<file path="src/rtl/req_gnt_rr_arbiter_if.sv">
// Bundles the master-side req/data/gnt lines with the shared slave's req/data/gnt and status.
// The slave modport is the arbiter's view. The master modport is the view of the requesters and the slave model.
interface req_gnt_rr_arbiter_if #(
  parameter int N_REQ  = 4,
  parameter int DATA_W = 8
) ();
  localparam int OW = (N_REQ > 1) ? $clog2(N_REQ) : 1;

  logic [N_REQ-1:0]        req;
  logic [N_REQ*DATA_W-1:0] data;
  logic [N_REQ-1:0]        gnt;
  logic                    slv_req;
  logic [DATA_W-1:0]       slv_data;
  logic                    slv_gnt;
  logic                    busy;
  logic [OW-1:0]           owner;
  logic                    timeout;

  modport slave (
    input  req, data, slv_gnt,
    output gnt, slv_req, slv_data, busy, owner, timeout
  );

  modport master (
    output req, data, slv_gnt,
    input  gnt, slv_req, slv_data, busy, owner, timeout
  );
endinterface

</file>
<file path="src/rtl/req_gnt_rr_arbiter.sv">
// Round-robin arbiter sharing one req/gnt slave among N_REQ masters, with one transfer in flight and registered outputs.
// Latency is req -> slv_req in 1 cycle and slv_gnt -> gnt in 1 cycle. An unanswered slv_req is abandoned after MAX_WAIT cycles.
module req_gnt_rr_arbiter #(
  parameter int N_REQ    = 4,
  parameter int DATA_W   = 8,
  parameter int MAX_WAIT = 15
) (
  input  logic                 clk,
  input  logic                 rst,
  req_gnt_rr_arbiter_if.slave  bus
);
  localparam int OW = (N_REQ > 1) ? $clog2(N_REQ) : 1;
  localparam int CW = (MAX_WAIT > 1) ? $clog2(MAX_WAIT) : 1;

  typedef enum logic [1:0] {IDLE, WAIT, DONE} state_t;

  state_t            state_q, state_d;
  logic [OW-1:0]     ptr_q, ptr_d;
  logic [OW-1:0]     owner_q, owner_d;
  logic [CW-1:0]     wait_cnt_q, wait_cnt_d;
  logic [DATA_W-1:0] slv_data_q, slv_data_d;
  logic              slv_req_q, slv_req_d;
  logic              timeout_q, timeout_d;
  logic [N_REQ-1:0]  gnt_q, gnt_d;

  logic              found;
  logic [OW-1:0]     win;
  logic [DATA_W-1:0] win_data;
  logic [OW-1:0]     owner_inc;
  logic              wait_expired;

  // Rotating priority search: the first requester at or after ptr wins.
  always_comb begin : pick
    int idx;
    found = 1'b0;
    win   = '0;
    idx   = 0;
    for (int i = 0; i < N_REQ; i++) begin
      idx = int'(ptr_q) + i;
      if (idx >= N_REQ) idx = idx - N_REQ;
      if (!found && bus.req[OW'(idx)]) begin
        found = 1'b1;
        win   = OW'(idx);
      end
    end
  end

  always_comb begin : pick_data
    win_data = '0;
    for (int i = 0; i < N_REQ; i++) begin
      if (win == OW'(i)) win_data = bus.data[i*DATA_W +: DATA_W];
    end
  end

  assign owner_inc    = (owner_q == OW'(N_REQ-1)) ? '0 : owner_q + OW'(1);
  assign wait_expired = (MAX_WAIT != 0) && (wait_cnt_q == CW'(MAX_WAIT-1));

  always_comb begin : fsm
    state_d    = state_q;
    ptr_d      = ptr_q;
    owner_d    = owner_q;
    wait_cnt_d = wait_cnt_q;
    slv_data_d = slv_data_q;
    slv_req_d  = slv_req_q;
    gnt_d      = '0;
    timeout_d  = 1'b0;
    unique case (state_q)
      IDLE: begin
        if (found) begin
          owner_d    = win;
          slv_data_d = win_data;
          slv_req_d  = 1'b1;
          wait_cnt_d = '0;
          state_d    = WAIT;
        end
      end
      WAIT: begin
        // An accept on the final wait cycle takes priority over the timeout.
        if (bus.slv_gnt) begin
          slv_req_d = 1'b0;
          gnt_d     = N_REQ'(1) << owner_q;
          ptr_d     = owner_inc;
          state_d   = DONE;
        end else if (wait_expired) begin
          slv_req_d = 1'b0;
          timeout_d = 1'b1;
          ptr_d     = owner_inc;
          state_d   = IDLE;
        end else begin
          wait_cnt_d = wait_cnt_q + CW'(1);
        end
      end
      DONE:    state_d = IDLE;
      default: state_d = IDLE;
    endcase
  end

  always_ff @(posedge clk or posedge rst) begin
    if (rst) begin
      state_q    <= IDLE;
      ptr_q      <= '0;
      owner_q    <= '0;
      wait_cnt_q <= '0;
      slv_data_q <= '0;
      slv_req_q  <= 1'b0;
      timeout_q  <= 1'b0;
      gnt_q      <= '0;
    end else begin
      state_q    <= state_d;
      ptr_q      <= ptr_d;
      owner_q    <= owner_d;
      wait_cnt_q <= wait_cnt_d;
      slv_data_q <= slv_data_d;
      slv_req_q  <= slv_req_d;
      timeout_q  <= timeout_d;
      gnt_q      <= gnt_d;
    end
  end

  assign bus.gnt      = gnt_q;
  assign bus.slv_req  = slv_req_q;
  assign bus.slv_data = slv_data_q;
  assign bus.owner    = owner_q;
  assign bus.busy     = (state_q != IDLE);
  assign bus.timeout  = timeout_q;
endmodule

</file>
<file path="src/flat_wrapper.sv">
// flat-port wrapper written by rule: the top's interface ports become plain ports
module req_gnt_rr_arbiter_flat 
#(
  parameter int N_REQ    = 4,
  parameter int DATA_W   = 8,
  parameter int MAX_WAIT = 15
)
  (clk, rst, bus_req, bus_data, bus_slv_gnt, bus_gnt, bus_slv_req, bus_slv_data, bus_busy, bus_owner, bus_timeout);
  req_gnt_rr_arbiter_if #(.N_REQ(N_REQ), .DATA_W(DATA_W)) bus_i ();
  input  logic clk;
  input  logic rst;
  input wire logic [$bits(bus_i.req)-1:0] bus_req;
  input wire logic [$bits(bus_i.data)-1:0] bus_data;
  input wire logic [$bits(bus_i.slv_gnt)-1:0] bus_slv_gnt;
  output wire logic [$bits(bus_i.gnt)-1:0] bus_gnt;
  output wire logic [$bits(bus_i.slv_req)-1:0] bus_slv_req;
  output wire logic [$bits(bus_i.slv_data)-1:0] bus_slv_data;
  output wire logic [$bits(bus_i.busy)-1:0] bus_busy;
  output wire logic [$bits(bus_i.owner)-1:0] bus_owner;
  output wire logic [$bits(bus_i.timeout)-1:0] bus_timeout;
  assign bus_i.req = bus_req;
  assign bus_i.data = bus_data;
  assign bus_i.slv_gnt = bus_slv_gnt;
  assign bus_gnt = bus_i.gnt;
  assign bus_slv_req = bus_i.slv_req;
  assign bus_slv_data = bus_i.slv_data;
  assign bus_busy = bus_i.busy;
  assign bus_owner = bus_i.owner;
  assign bus_timeout = bus_i.timeout;
  req_gnt_rr_arbiter #(.N_REQ(N_REQ), .DATA_W(DATA_W), .MAX_WAIT(MAX_WAIT)) u_core (.clk(clk), .rst(rst), .bus(bus_i));
endmodule
</file>
<file path="config.mk">
export PLATFORM = sky130hd
export DESIGN_NAME = req_gnt_rr_arbiter_flat
export DESIGN_NICKNAME = d
export VERILOG_FILES = /design/src/rtl/req_gnt_rr_arbiter_if.sv /design/src/rtl/req_gnt_rr_arbiter.sv /design/src/flat_wrapper.sv
export SDC_FILE = /design/constraint.sdc
export NUM_CORES = 1
export LEC_CHECK = 0
export CAP_MARGIN = 20
export CORE_ASPECT_RATIO = 0.7
export CORE_MARGIN = 5
export CORE_UTILIZATION = 43
export CTS_BUF_LIST = sky130_fd_sc_hd__clkbuf_4 sky130_fd_sc_hd__clkbuf_8
export DETAILED_ROUTE_END_ITERATION = 10
export PLACE_DENSITY = 0.89
export SYNTH_ARGS = -nofsm -noshare
export SYNTH_HDL_FRONTEND = slang
export SYNTH_SLANG_ARGS = --single-unit
</file>
<file path="constraint.sdc">
create_clock -name clk -period 2.7 [get_ports clk]
set_clock_uncertainty 0.15 [all_clocks]
set_input_delay 0.54 -clock clk [delete_from_list [all_inputs] [get_ports clk]]
set_output_delay 0.54 -clock clk [all_outputs]
set_load 0.005 [all_outputs]
</file>
== Word level (Yosys, flattened, before mapping) ==
Index checks and enable logic that the tools add are counted.

* Logic and storage cells: 100
* Memories kept: 0
* Latch bits: 0
* RAM bits: 0
* Bits in read-only memories: 0
* Output and inout port bits: 17
* Register bits after elaboration: 24

* Reductions and logical operators: 16
* Add/sub/neg operators: 9
* $lt $le $gt $ge: 8
* Div/mod/pow operators: 0
* Shift-type cells: 1
* Bitwise gates (word level): 0
* Equality and inequality tests: 10
* Mux-type cells: 48
* $mul: 0

{| class="wikitable"
|+ Operators with widths
! kind !! number
|-
| 2-to-1 mux 8 bit || 4
|-
| 2-to-1 mux 2 bit || 14
|-
| 2-to-1 mux 4 bit || 5
|-
| 2-to-1 mux 1 bit || 18
|-
| less-than comparator 2 x 4 -> 1 bit, second input constant || 4
|-
| >= comparator 3 bit, second input constant || 3
|-
| binary-select mux 1 bit (select 2 bit) || 4
|-
| case mux 4 bit (2 select lines) || 1
|-
| subtractor 2 x 1 -> 2 bit, second input constant || 4
|-
| adder 2 x 2 -> 3 bit, second input constant || 2
|-
| equality test 2 bit, second input constant || 3
|-
| AND reduction 2 bit || 3
|-
| nonzero test 2 bit || 3
|-
| adder 4 x 1 -> 4 bit, second input constant || 1
|-
| equality test 2 x 1 -> 1 bit, second input constant || 2
|-
| equality test 4 bit, second input constant || 1
|-
| logical NOT 2 bit || 2
|-
| inequality test 2 bit, second input constant || 2
|-
| case mux 2 bit (2 select lines) || 1
|-
| AND reduction 4 bit || 1
|-
| << shifter 1 x 2 -> 4 bit, first input constant || 1
|-
| adder 2 x 1 -> 3 bit, second input constant || 1
|-
| >= comparator 2 x 3 -> 1 bit, second input constant || 1
|-
| logical AND 1 bit || 3
|-
| 6 further kinds || 8
|}

== Depth between registers and ports, before layout ==
Gate-level depths: netlist of the first run.

* Word-level depth: 20
* Depth in mapped cells: 7

== Worst setup path before layout of the first run ==
Ideal clock, no wire load.

* Kind: register to register
* Start: register u_core.state_q[1]
* End: register u_core.slv_data_q[0], in the netlist u_core.bus.slv_data[0]
* Slack: 0.669 ns
* Library setup time: 0.092 ns
* Path buffers: 2
* Data arrival time: 1.789 ns
* Cell stages (with the launch flop): 7
* Path through: dfrtp_1 or2_4 or2_1 buf_6 or4_4 buf_6 o221ai_1

* Cells in the longest elaborated chain, start to end: 2

{| class="wikitable"
|+ Ends and longest elaborated chain
! what !! line !! source
|-
| start, declared || req_gnt_rr_arbiter.sv:17 || <nowiki>state_t state_q, state_d;</nowiki>
|-
| start signal, assigned || req_gnt_rr_arbiter.sv:109 || <nowiki>state_q <= state_d;</nowiki>
|-
| logical NOT 2 bit || req_gnt_rr_arbiter.sv:67 || <nowiki>unique case (state_q)</nowiki>
|-
| AND reduction 2 bit (no line) || -- ||
|-
| end signal, assigned || req_gnt_rr_arbiter.sv:113 || <nowiki>slv_data_q <= slv_data_d;</nowiki>
|-
| end, declared || req_gnt_rr_arbiter.sv:21 || <nowiki>logic [DATA_W-1:0] slv_data_q, slv_data_d;</nowiki>
|}

Every way passes these cells.
A chain may end at the register's enable or synchronous reset.

== Worst setup path in the final report of the first run ==
* Start: input bus_req[0]
* End: register u_core.slv_data_q[6], in the netlist u_core.bus.slv_data[6]

* Cells in the longest elaborated chain, start to end: 18
* Elaborated cells on any way between the ends: 35
* Classes of those cells: 3 x eq/ne; 24 x mux; 8 x reduce/logical

{| class="wikitable"
|+ Ends and longest elaborated chain
! what !! line !! source
|-
| start, declared || flat_wrapper.sv:12 || <nowiki>input wire logic [$bits(bus_i.req)-1:0] bus_req;</nowiki>
|-
| binary-select mux 1 bit (select 2 bit) || req_gnt_rr_arbiter.sv:41 || <nowiki>if (!found && bus.req[OW'(idx)]) begin</nowiki>
|-
| 2-to-1 mux 1 bit (implied by the code) (2 in a row) || req_gnt_rr_arbiter.sv:41 ||
|-
| 2-to-1 mux 1 bit || req_gnt_rr_arbiter.sv:41 ||
|-
| logical NOT 1 bit || req_gnt_rr_arbiter.sv:41 ||
|-
| logical AND 1 bit || req_gnt_rr_arbiter.sv:41 ||
|-
| 2-to-1 mux 1 bit || req_gnt_rr_arbiter.sv:41 ||
|-
| logical NOT 1 bit || req_gnt_rr_arbiter.sv:41 ||
|-
| logical AND 1 bit || req_gnt_rr_arbiter.sv:41 ||
|-
| 2-to-1 mux 1 bit || req_gnt_rr_arbiter.sv:41 ||
|-
| logical NOT 1 bit || req_gnt_rr_arbiter.sv:41 ||
|-
| logical AND 1 bit || req_gnt_rr_arbiter.sv:41 ||
|-
| 2-to-1 mux 2 bit || req_gnt_rr_arbiter.sv:41 ||
|-
| logical NOT 2 bit || req_gnt_rr_arbiter.sv:51 || <nowiki>if (win == OW'(i)) win_data = bus.data[i*DATA_W +: DATA_W];</nowiki>
|-
| 2-to-1 mux 8 bit (4 in a row) || req_gnt_rr_arbiter.sv:51 ||
|}

Several ways; a longest one is shown, not always the timed one. The select of a mux whose other input is x is not followed.

==> results of run 1 <==
==> cell families after synthesis <==
group | count (synthesis) | share of synthesized area
adders and majority gates | 6 | 0.0593
xor gates and xnor gates | 2 | 0.0138
and+or+nand+nor | 37 | 0.147
muxes | 18 | 0.143
DFF | 24 | 0.474
AOI/OAI and AO/OA | 20 | 0.113
buffers and inverters | 12 | 0.0494
==> cells in the mapped netlist <==
| cell | count | area, um2 |
|---|---|---|
| nor4_1 | 1 | 6.26 |
| nand4_1 | 1 | 6.26 |
| nand2_1 | 15 | 56.3 |
| or3_1 | 1 | 6.26 |
| a21oi_1 | 3 | 15.0 |
| o21ai_0 | 5 | 25.0 |
| o2bb2a_1 | 1 | 10.0 |
| or2_4 | 1 | 8.76 |
| buf_2 | 2 | 10.0 |
| o31ai_1 | 2 | 15.0 |
| ha_1 | 6 | 75.1 |
| inv_1 | 8 | 30.0 |
| xor2_1 | 2 | 17.5 |
| or4_4 | 1 | 11.3 |
| mux2i_1 | 17 | 170 |
| o221ai_1 | 8 | 70.1 |
| nand2b_1 | 2 | 12.5 |
| or2_1 | 1 | 6.26 |
| nor2_1 | 6 | 22.5 |
| dfrtp_1 | 24 | 601 |
| o21bai_1 | 1 | 7.51 |
| and3_1 | 2 | 12.5 |
| and2_1 | 4 | 25.0 |
| mux2_2 | 1 | 11.3 |
| buf_6 | 2 | 22.5 |
| nor3b_1 | 1 | 7.51 |
| nor3_1 | 1 | 5.00 |
==> worst max-delay path, delay by kind of cell <==
kind            cells  cell delay [ns]
buf+inv             1             0.55
compound gates      1             0.23
simple gates        3             0.95
==> routing by layer <==
layer,GRT usage,routed length [um],vias to the layer above,share of wire
li1,-,-,534,-
met1,0.211,1360,547,0.40
met2,0.301,1700,52,0.50
met3,0.0435,280,12,0.082
met4,0.0635,89,0,0.026
met5,0,0,-,0
==> flip-flops by register name (all words and copies together) (netlist names) <==
signal / flops
u_core.bus.gnt: 4
u_core.bus.slv_req: 1
u_core.bus.timeout: 1
u_core.bus.slv_data: 8
u_core.wait_cnt_q: 4
u_core.state_q: 2
u_core.bus.owner: 2
u_core.ptr_q: 2
==> cell usage in the layout (no fill, tap or decap) <==
master,instances
clkdlybuf4s50_1,55
dfrtp_1,24
mux2i_1,17
nand2_1,15
inv_1,8
o221ai_1,8
nor2_1,6
ha_1,6
o21ai_0,5
and2_1,4
a21oi_1,3
clkbuf_8,3
and3_1,2
nand2b_1,2
o31ai_1,2
xor2_1,2
o2bb2a_1,1
or2_4,1
nor4_1,1
or2_1,1
or4_4,1
nor3_1,1
nand4_1,1
o21bai_1,1
or3_1,1
nor3b_1,1
mux2_2,1
bufinv_16,1
buf_12,1
buf_4,1
buf_2,1
==> report_power, final <==
group	internal, mW	leakage, nW	switching [mW]	total [mW]
Clock	0.198	0.0357	0.115	0.313
Sequential	0.489	0.306	0.103	0.592
Combinational	0.452	0.540	0.364	0.816
Total	1.14	0.882	0.582	1.72
==> worst max-delay path by stage <==
stage / endpoint / from / slack, ns
final: u_core.bus.slv_data[6] / bus_req[0] / 0.46
after detailed placement: u_core.bus.slv_data[0] / bus_req[3] / -0.06
after CTS: u_core.bus.slv_data[6] / bus_req[3] / 0.23
after global routing: u_core.bus.slv_data[5] / bus_req[0] / 0.39
after floorplan: u_core.bus.slv_data[0] / u_core.state_q[1] / 0.67
after global placement: u_core.bus.slv_data[1] / bus_req[3] / 0.14
==> metrics by stage <==
step,setup WS (ns),std cells
floorplan,0.669,119
finish,0.460,213
global route,0.390,213
global placement,0.140,208
detailed placement,-0.0590,208
CTS,0.229,212
==> layout make-up <==
cell class | count | area share
flip-flops and latches | 24 | 0.311
well taps | 36 | 0.0233
repair buffers | 58 | 0.302
multi-input cells | 83 | 0.312
clock buffers | 3 | 0.0214
clock inverters | 1 | 0.0155
inverters | 8 | 0.0155
==> impl_metrics.env, run 1 <==
export IMPL_cts_buffer_depth=2
export IMPL_status="finished clean"
export IMPL_tns_ns=0
export IMPL_cts_tree="built"
export IMPL_grt_use_total=0.177
export IMPL_antenna_found_initial=0
export IMPL_final_util=0.690
export IMPL_synth_nets=164
export IMPL_cts_hold_buffers=0
export IMPL_core_um2=2800
export IMPL_whs_path_depth=2
export IMPL_timing_fmax_ghz=0.446
export IMPL_ys_ff_latch=24
export IMPL_startpoint_type="primary input"
export IMPL_die_h_um=55.4
export IMPL_drtPass1Iterations=4
export IMPL_detail_route_wl_per_cell_um=16.1
export IMPL_grt_pass1_vias=1261
export IMPL_setup_viol=0
export IMPL_reg2reg_from="u_core.state_q[1]"
export IMPL_gp_congestion=0.828
export IMPL_endpoint_kind="flip-flop"
export IMPL_fp_dieW_um=74.9
export IMPL_regArea_um2=601
export IMPL_antennaDiodeCount=0
export IMPL_drtIter0Drc=42
export IMPL_arrival_ns=2.27
export IMPL_insertion_delay_ns=0.27
export IMPL_hold_violations=0
export IMPL_critPathMaxStageDelay_ns=0.61
export IMPL_grt_max_degree=25
export IMPL_drv_slew=0
export IMPL_synth_cell_types=27
export IMPL_nets=223
export IMPL_relSlewSlack=0.418
export IMPL_drc=0
export IMPL_htree_levels=1
export IMPL_reg2regPathDepth=4
export IMPL_tightest_slew_ns=0.872
export IMPL_reg2reg_to="u_core.bus.slv_data[6]"
export IMPL_netlist_area_um2=1270
export IMPL_worstHoldEndpoint="u_core.bus.slv_req"
export IMPL_cts_setup_buffers=0
export IMPL_drive_above_1_share=0.0565
export IMPL_cellLeakagePower_nw=0.882
export IMPL_postCtsResizedCells=0
export IMPL_placed_area_um2=1860
export IMPL_numCtsBuffers=3
export IMPL_path_cells="clkdlybuf4s50_1, nor4_1, or2_1, or4_4, o221ai_1"
export IMPL_power_density_nw_per_um2=890
export IMPL_postLayoutCellArea_um2=1930
export IMPL_syn_instance_count=119
export IMPL_hp_start="u_core.bus.slv_req"
export IMPL_overflow=0
export IMPL_path_clk_slew_ns=0.08
export IMPL_io_pins=56
export IMPL_synthToLayoutAreaGrowth_pct=52.7
export IMPL_dpl_hpwl_um=2670
export IMPL_grt_pass1_wl_um=5670
export IMPL_hold_ws_ns=0.354
export IMPL_cp_slowest_cell="or4_4"
export IMPL_nFillCells=199
export IMPL_hold_class="flip-flop to flip-flop"
export IMPL_die_area_um2=4150
export IMPL_rsz0062_at_grt="false"
export IMPL_fin_crit_ns=2.24
export IMPL_vdd_drop_max_mv=0.400
export IMPL_start_util=0.452
export IMPL_ys_warn_count=0
export IMPL_r2r_slack_ns=0.74
export IMPL_total_power_mw=1.72
export IMPL_maxCapViolations=0
export IMPL_numClockSinks=24
export IMPL_worstSetupPathType="primary input to flip-flop"
export IMPL_fin_crit_sh=0.830
export IMPL_core_rowCount=16
export IMPL_postRouteAntennaNets=0
export IMPL_critPathMaxFanout=9
export IMPL_multi_input_area_um2=603
export IMPL_syn_area_per_cell_um2=10.6
export IMPL_routed_wl_um=3420
export IMPL_synth_seq_area_share=0.474
export IMPL_io_buffers=55
export IMPL_root_buffer="clkbuf_8"
export IMPL_worstPathRequired_ns=2.73
export IMPL_num_vias=1145
export IMPL_vias_per_cell=5.38
No activity file was read; power rests on OpenSTA's default activity.
==> run 2, diff against run 1 <==
Settings changed: CORE_UTILIZATION 43 to 39, PLACE_DENSITY 0.89 to 0.85.
Clock period 2.7 ns to 2 ns, I/O delays scaled along.
==> impl_metrics.env, run 2 (synthesized netlist as in run 1, its figures left out) <==
export IMPL_status="finished clean"
export IMPL_antennaDiodeCount=0
export IMPL_numClockSinks=24
export IMPL_reg2regPathDepth=4
export IMPL_drive_above_1_share=0.141
export IMPL_detail_route_wl_per_cell_um=16.2
export IMPL_die_h_um=57.7
export IMPL_cts_tree="built"
export IMPL_grt_pass1_vias=1265
export IMPL_grt_pass1_wl_um=5800
export IMPL_io_buffers=55
export IMPL_fin_crit_sh=0.965
export IMPL_hold_ws_ns=0.239
export IMPL_worstSetupPathType="flip-flop to flip-flop"
export IMPL_layout_commonest_cell="clkdlybuf4s50_1"
export IMPL_setup_viol=0
export IMPL_cts_buffer_depth=2
export IMPL_die_area_um2=4500
export IMPL_use_met2=0.270
export IMPL_numCtsBuffers=3
export IMPL_total_power_mw=2.48
export IMPL_grt_max_degree=18
export IMPL_fp_dieW_um=78.1
export IMPL_drc=0
export IMPL_root_buffer="clkbuf_8"
export IMPL_power_density_nw_per_um2=1210
export IMPL_cts_hold_buffers=0
export IMPL_postLayoutCellArea_um2=2050
export IMPL_worstPathRequired_ns=2.04
export IMPL_core_um2=3130
export IMPL_nFillCells=240
export IMPL_critPathMaxFanout=4
export IMPL_nets=231
export IMPL_vias_per_cell=5.32
export IMPL_core_rowCount=17
export IMPL_endpoint_kind="flip-flop"
export IMPL_cellLeakagePower_nw=0.930
export IMPL_reg2reg_to="u_core.bus.slv_data[4]"
export IMPL_tightest_slew_ns=0.377
export IMPL_drv_slew=0
export IMPL_postRouteAntennaNets=0
export IMPL_largest_reg_flops=8
export IMPL_grt_use_total=0.161
export IMPL_rsz0062_at_grt="false"
export IMPL_relSlewSlack=0.747
export IMPL_antenna_found_initial=0
export IMPL_arrival_ns=1.97
export IMPL_synthToLayoutAreaGrowth_pct=61.6
export IMPL_routed_wl_um=3620
export IMPL_cts_setup_buffers=0
export IMPL_vdd_drop_max_mv=0.701
export IMPL_timing_fmax_ghz=0.518
export IMPL_placed_area_um2=1970
export IMPL_stdcell_count=223
export IMPL_final_cell_mix="clkdlybuf4s50_1 (51), dfrtp_1 (24), mux2i_1 (17)"
export IMPL_gp_congestion=0.785
export IMPL_start_util=0.405
export IMPL_reg2reg_from="u_core.state_q[0]"
export IMPL_io_pins=56
export IMPL_path_clk_slew_ns=0.08
export IMPL_hold_violations=0
export IMPL_htree_levels=1
export IMPL_hold_class="primary input to async pin"
export IMPL_drtIter0Drc=48
export IMPL_maxCapViolations=0
export IMPL_placed_cells=218
export IMPL_fin_crit_ns=1.93
export IMPL_grtUsageMet3=0.0466
export IMPL_insertion_delay_ns=0.26
export IMPL_drtPass1Iterations=4
export IMPL_startpoint_type="flip-flop"
export IMPL_top_usage_layer="met2"
export IMPL_num_vias=1186
export IMPL_r2r_slack_ns=0.07
export IMPL_dpl_hpwl_um=2730
export IMPL_grtUsageMet1=0.197
export IMPL_overflow=0
[run 2: cell count changes in the layout (fill, tap and decap cells not counted), moves of 4 or more]
cell	previous run	this run
o221ai_1	8	1
o221ai_2	0	7
dlygate4sd2_1	0	4
buf_4	1	9
clkdlybuf4s50_1	55	51
[run 2: how the worst max path moves through the flow]
stage / start / end / slack (ns) / cells after the start
after global placement: bus_req[0] / u_core.bus.slv_data[1] / -0.26 / 5
after global routing: u_core.state_q[0] / u_core.bus.slv_data[4] / 0.003 / 4
after floorplan: u_core.ptr_q[1] / u_core.bus.slv_data[2] / -0.01 / 4
final: u_core.state_q[0] / u_core.bus.slv_data[4] / 0.07 / 4
after CTS: u_core.state_q[0] / u_core.bus.slv_data[1] / 0.04 / 4
after detailed placement: bus_req[1] / u_core.bus.slv_data[3] / -0.33 / 5
[run 2: layout make-up]
| cell class | instances | area (um2) | area share |
|---|---|---|---|
| Sequential cell | 24 | 601 | 0.294 |
| Timing Repair Buffer | 65 | 633 | 0.309 |
| Clock buffer | 3 | 41.3 | 0.0202 |
| Multi-Input combinational cell | 84 | 663 | 0.324 |
| Tap cell | 38 | 47.5 | 0.0232 |
| Clock inverter | 1 | 30.0 | 0.0147 |
| Inverter | 8 | 30.0 | 0.0147 |
[run 2: where the power goes]
part / switching (mW) / internal, mW / total, mW
registers: 0.140 / 0.660 / 0.801
clock network: 0.148 / 0.267 / 0.415
logic: 0.571 / 0.697 / 1.27
[run 2: critical path: stages (launching register included)]
cell and delay (ns):
dfrtp_1 0.38, or2_4 0.26, or2_1 0.28, or4_4 0.60, o221ai_2 0.19
[run 2: through the flow]
stage | worst slack (ns) | utilization | setup TNS, ns
4_1_cts | 0.0377 | 0.654 | 0
3_3_place_gp | -0.260 | 0.629 | -2.25
2_1_floorplan | -0.0118 | - | -0.0118
5_1_grt | 0.00290 | 0.654 | 0
3_5_place_dp | -0.330 | 0.629 | -3.03
6_report | 0.0696 | 0.654 | 0
[run 2: timing repair]
action | 4_1_cts | 5_1_grt
gates resized for setup | 5 | 0
endpoints found under the hold margin | 0 | 0
cloned | 1 | 0
endpoints found under the setup margin | 8 | 2
pin swaps | 5 | 1
[run 2: metal layers]
| metal | part of all wire | vias up |
|---|---|---|
| met1 | 0.44 | 584 |
| met3 | 0.066 | 4 |
| met5 | 0 | - |
| met2 | 0.49 | 43 |
| met4 | 0.011 | 0 |
| li1 | - | 555 |
==> run 3, diff against run 2 <==
Settings changed: CORE_MARGIN 5 to 1.
==> impl_metrics.env, run 3 (synthesized netlist as in run 1, its figures left out) <==
export IMPL_status="finished clean"
export IMPL_dp_slack_ns=-0.336
export IMPL_postRouteAntennaNets=0
export IMPL_routed_wl_um=3490
export IMPL_largest_reg_flops=8
export IMPL_layout_commonest_cell="clkdlybuf4s50_1"
export IMPL_gp_congestion=0.754
export IMPL_drc=0
export IMPL_fp_dieW_um=70.1
export IMPL_grt_pass1_vias=1236
export IMPL_maxCapViolations=0
export IMPL_drtPass1Iterations=4
export IMPL_vias_per_cell=5.28
export IMPL_nets=231
export IMPL_path_depth=4
export IMPL_vdd_drop_max_mv=0.600
export IMPL_reg2reg_from="u_core.state_q[0]"
export IMPL_root_buffer="clkbuf_8"
export IMPL_fin_crit_sh=0.974
export IMPL_num_vias=1167
export IMPL_synthToLayoutAreaGrowth_pct=61.3
export IMPL_regArea_um2=601
export IMPL_dpl_hpwl_um=2550
export IMPL_die_h_um=49.7
export IMPL_cts_setup_buffers=0
export IMPL_cts_hold_buffers=0
export IMPL_stdcell_count=221
export IMPL_detail_route_wl_per_cell_um=15.8
export IMPL_tightest_slew_ns=0.403
export IMPL_htree_levels=1
export IMPL_grt_pass1_wl_um=5660
export IMPL_critPathLaunch="u_core.state_q[0]"
export IMPL_antennaDiodeCount=0
export IMPL_rsz0062_at_grt="false"
export IMPL_startpoint_type="flip-flop"
export IMPL_overflow=0
export IMPL_crit_family="simple AND/OR/NAND/NOR gates"
export IMPL_insertion_delay_ns=0.26
export IMPL_path_clk_slew_ns=0.08
export IMPL_multi_input_area_um2=674
export IMPL_grt_use_total=0.211
export IMPL_io_pins=56
export IMPL_final_cell_mix="clkdlybuf4s50_1 (51), dfrtp_1 (24), mux2i_1 (16)"
export IMPL_setup_viol=0
export IMPL_nFillCells=192
export IMPL_fin_crit_ns=1.95
export IMPL_final_util=0.694
export IMPL_cp_slowest_cell="or4_4"
export IMPL_grt_max_degree=25
export IMPL_drtIter0Drc=49
export IMPL_critPathMaxStageDelay_ns=0.60
export IMPL_drive_above_1_share=0.157
export IMPL_numClockSinks=24
export IMPL_relSlewSlack=0.729
export IMPL_timing_fmax_ghz=0.513
export IMPL_placed_cells=216
export IMPL_core_um2=2940
export IMPL_worstPathRequired_ns=2.04
export IMPL_cts_buffer_depth=2
export IMPL_power_density_nw_per_um2=1180
export IMPL_hold_ws_ns=0.342
export IMPL_drv_slew=0
export IMPL_numCtsBuffers=3
export IMPL_cp_num_buf_inv=0
export IMPL_hold_class="primary input to async pin"
export IMPL_hold_violations=0
export IMPL_reg2regPathDepth=4
export IMPL_timing_final_ws_setup_ns=0.0526
export IMPL_core_rowCount=16
export IMPL_antenna_found_initial=0
export IMPL_endpoint_kind="flip-flop"
export IMPL_die_area_um2=3480
export IMPL_critPathMaxFanout=4
export IMPL_cts_tree="built"
export IMPL_path_cells="or2_4, or2_1, or4_4, o221ai_2"
export IMPL_cellLeakagePower_nw=0.932
export IMPL_io_buffers=55
export IMPL_tns_ns=0
export IMPL_start_util=0.430
export IMPL_worstSetupPathType="flip-flop to flip-flop"
export IMPL_arrival_ns=1.98
-- run 3: cell count changes in the layout (fill, tap and decap cells not counted) --
cell and delta:
nor2_2 +1, bufinv_16 -1, mux2i_2 +1, nor3_2 +1, nor2_1 -1, dlygate4sd2_1 -1, mux2i_1 -1, dlymetal6s2s_1 +1
clkbuf_8 +1, nor3_1 -1
-- run 3: what timing repair did --
item,in CTS,in global routing
gates cloned,1,0
endpoints found under the setup margin,8,8
resized for setup,4,4
pin swaps,7,3
-- run 3: through the flow --
stage,instance area [um2],power (mW)
detailed placement,1970,2.05
CTS,2030,2.40
global route,2040,2.56
finish,2040,2.41
floorplan,1310,1.46
global placement,1970,1.98
-- run 3: cell type report --
class,instances,share of cell area
Clock buffer,4,0.0270
Inverter,8,0.0147
Multi-Input combinational cell,84,0.330
Sequential cell,24,0.294
Tap cell,36,0.0221
Timing Repair Buffer,65,0.312
-- run 3: path summary, 6_finish.rpt --
| kind | endpoint | slack (ns) |
|---|---|---|
| setup / recovery | u_core.bus.slv_data[6] | 0.05 |
| hold / removal | u_core.state_q[1] | 0.34 |
| setup reg to reg | u_core.bus.slv_data[6] | 0.05 |
| hold reg to reg | u_core.bus.slv_req | 0.35 |
| max in group asynchronous | u_core.bus.gnt[3] | 1.11 |
| min in group clk | u_core.bus.slv_req | 0.35 |
-- run 3: worst register-to-register path: stages, from the launching register on --
cell and delay (ns):
dfrtp_1 0.39, or2_4 0.26, or2_1 0.27, or4_4 0.60, o221ai_2 0.19
-- run 3: report_power, final --
part | leakage, nW | internal (mW) | total, mW | switching, mW
registers | 0.306 | 0.660 | 0.803 | 0.142
logic | 0.597 | 0.707 | 1.29 | 0.583
clock network | 0.0288 | 0.175 | 0.322 | 0.146
total | 0.932 | 1.54 | 2.41 | 0.872
-- run 3: layer usage --
| layer | part of all wire | up-vias | global-route usage | wire length [um] |
|---|---|---|---|---|
| li1 | - | 559 | - | - |
| met1 | 0.45 | 555 | 0.259 | 1570 |
| met2 | 0.48 | 43 | 0.370 | 1680 |
| met3 | 0.043 | 10 | 0.0450 | 151 |
| met4 | 0.024 | 0 | 0.0733 | 85 |
| met5 | 0 | - | 0 | 0 |
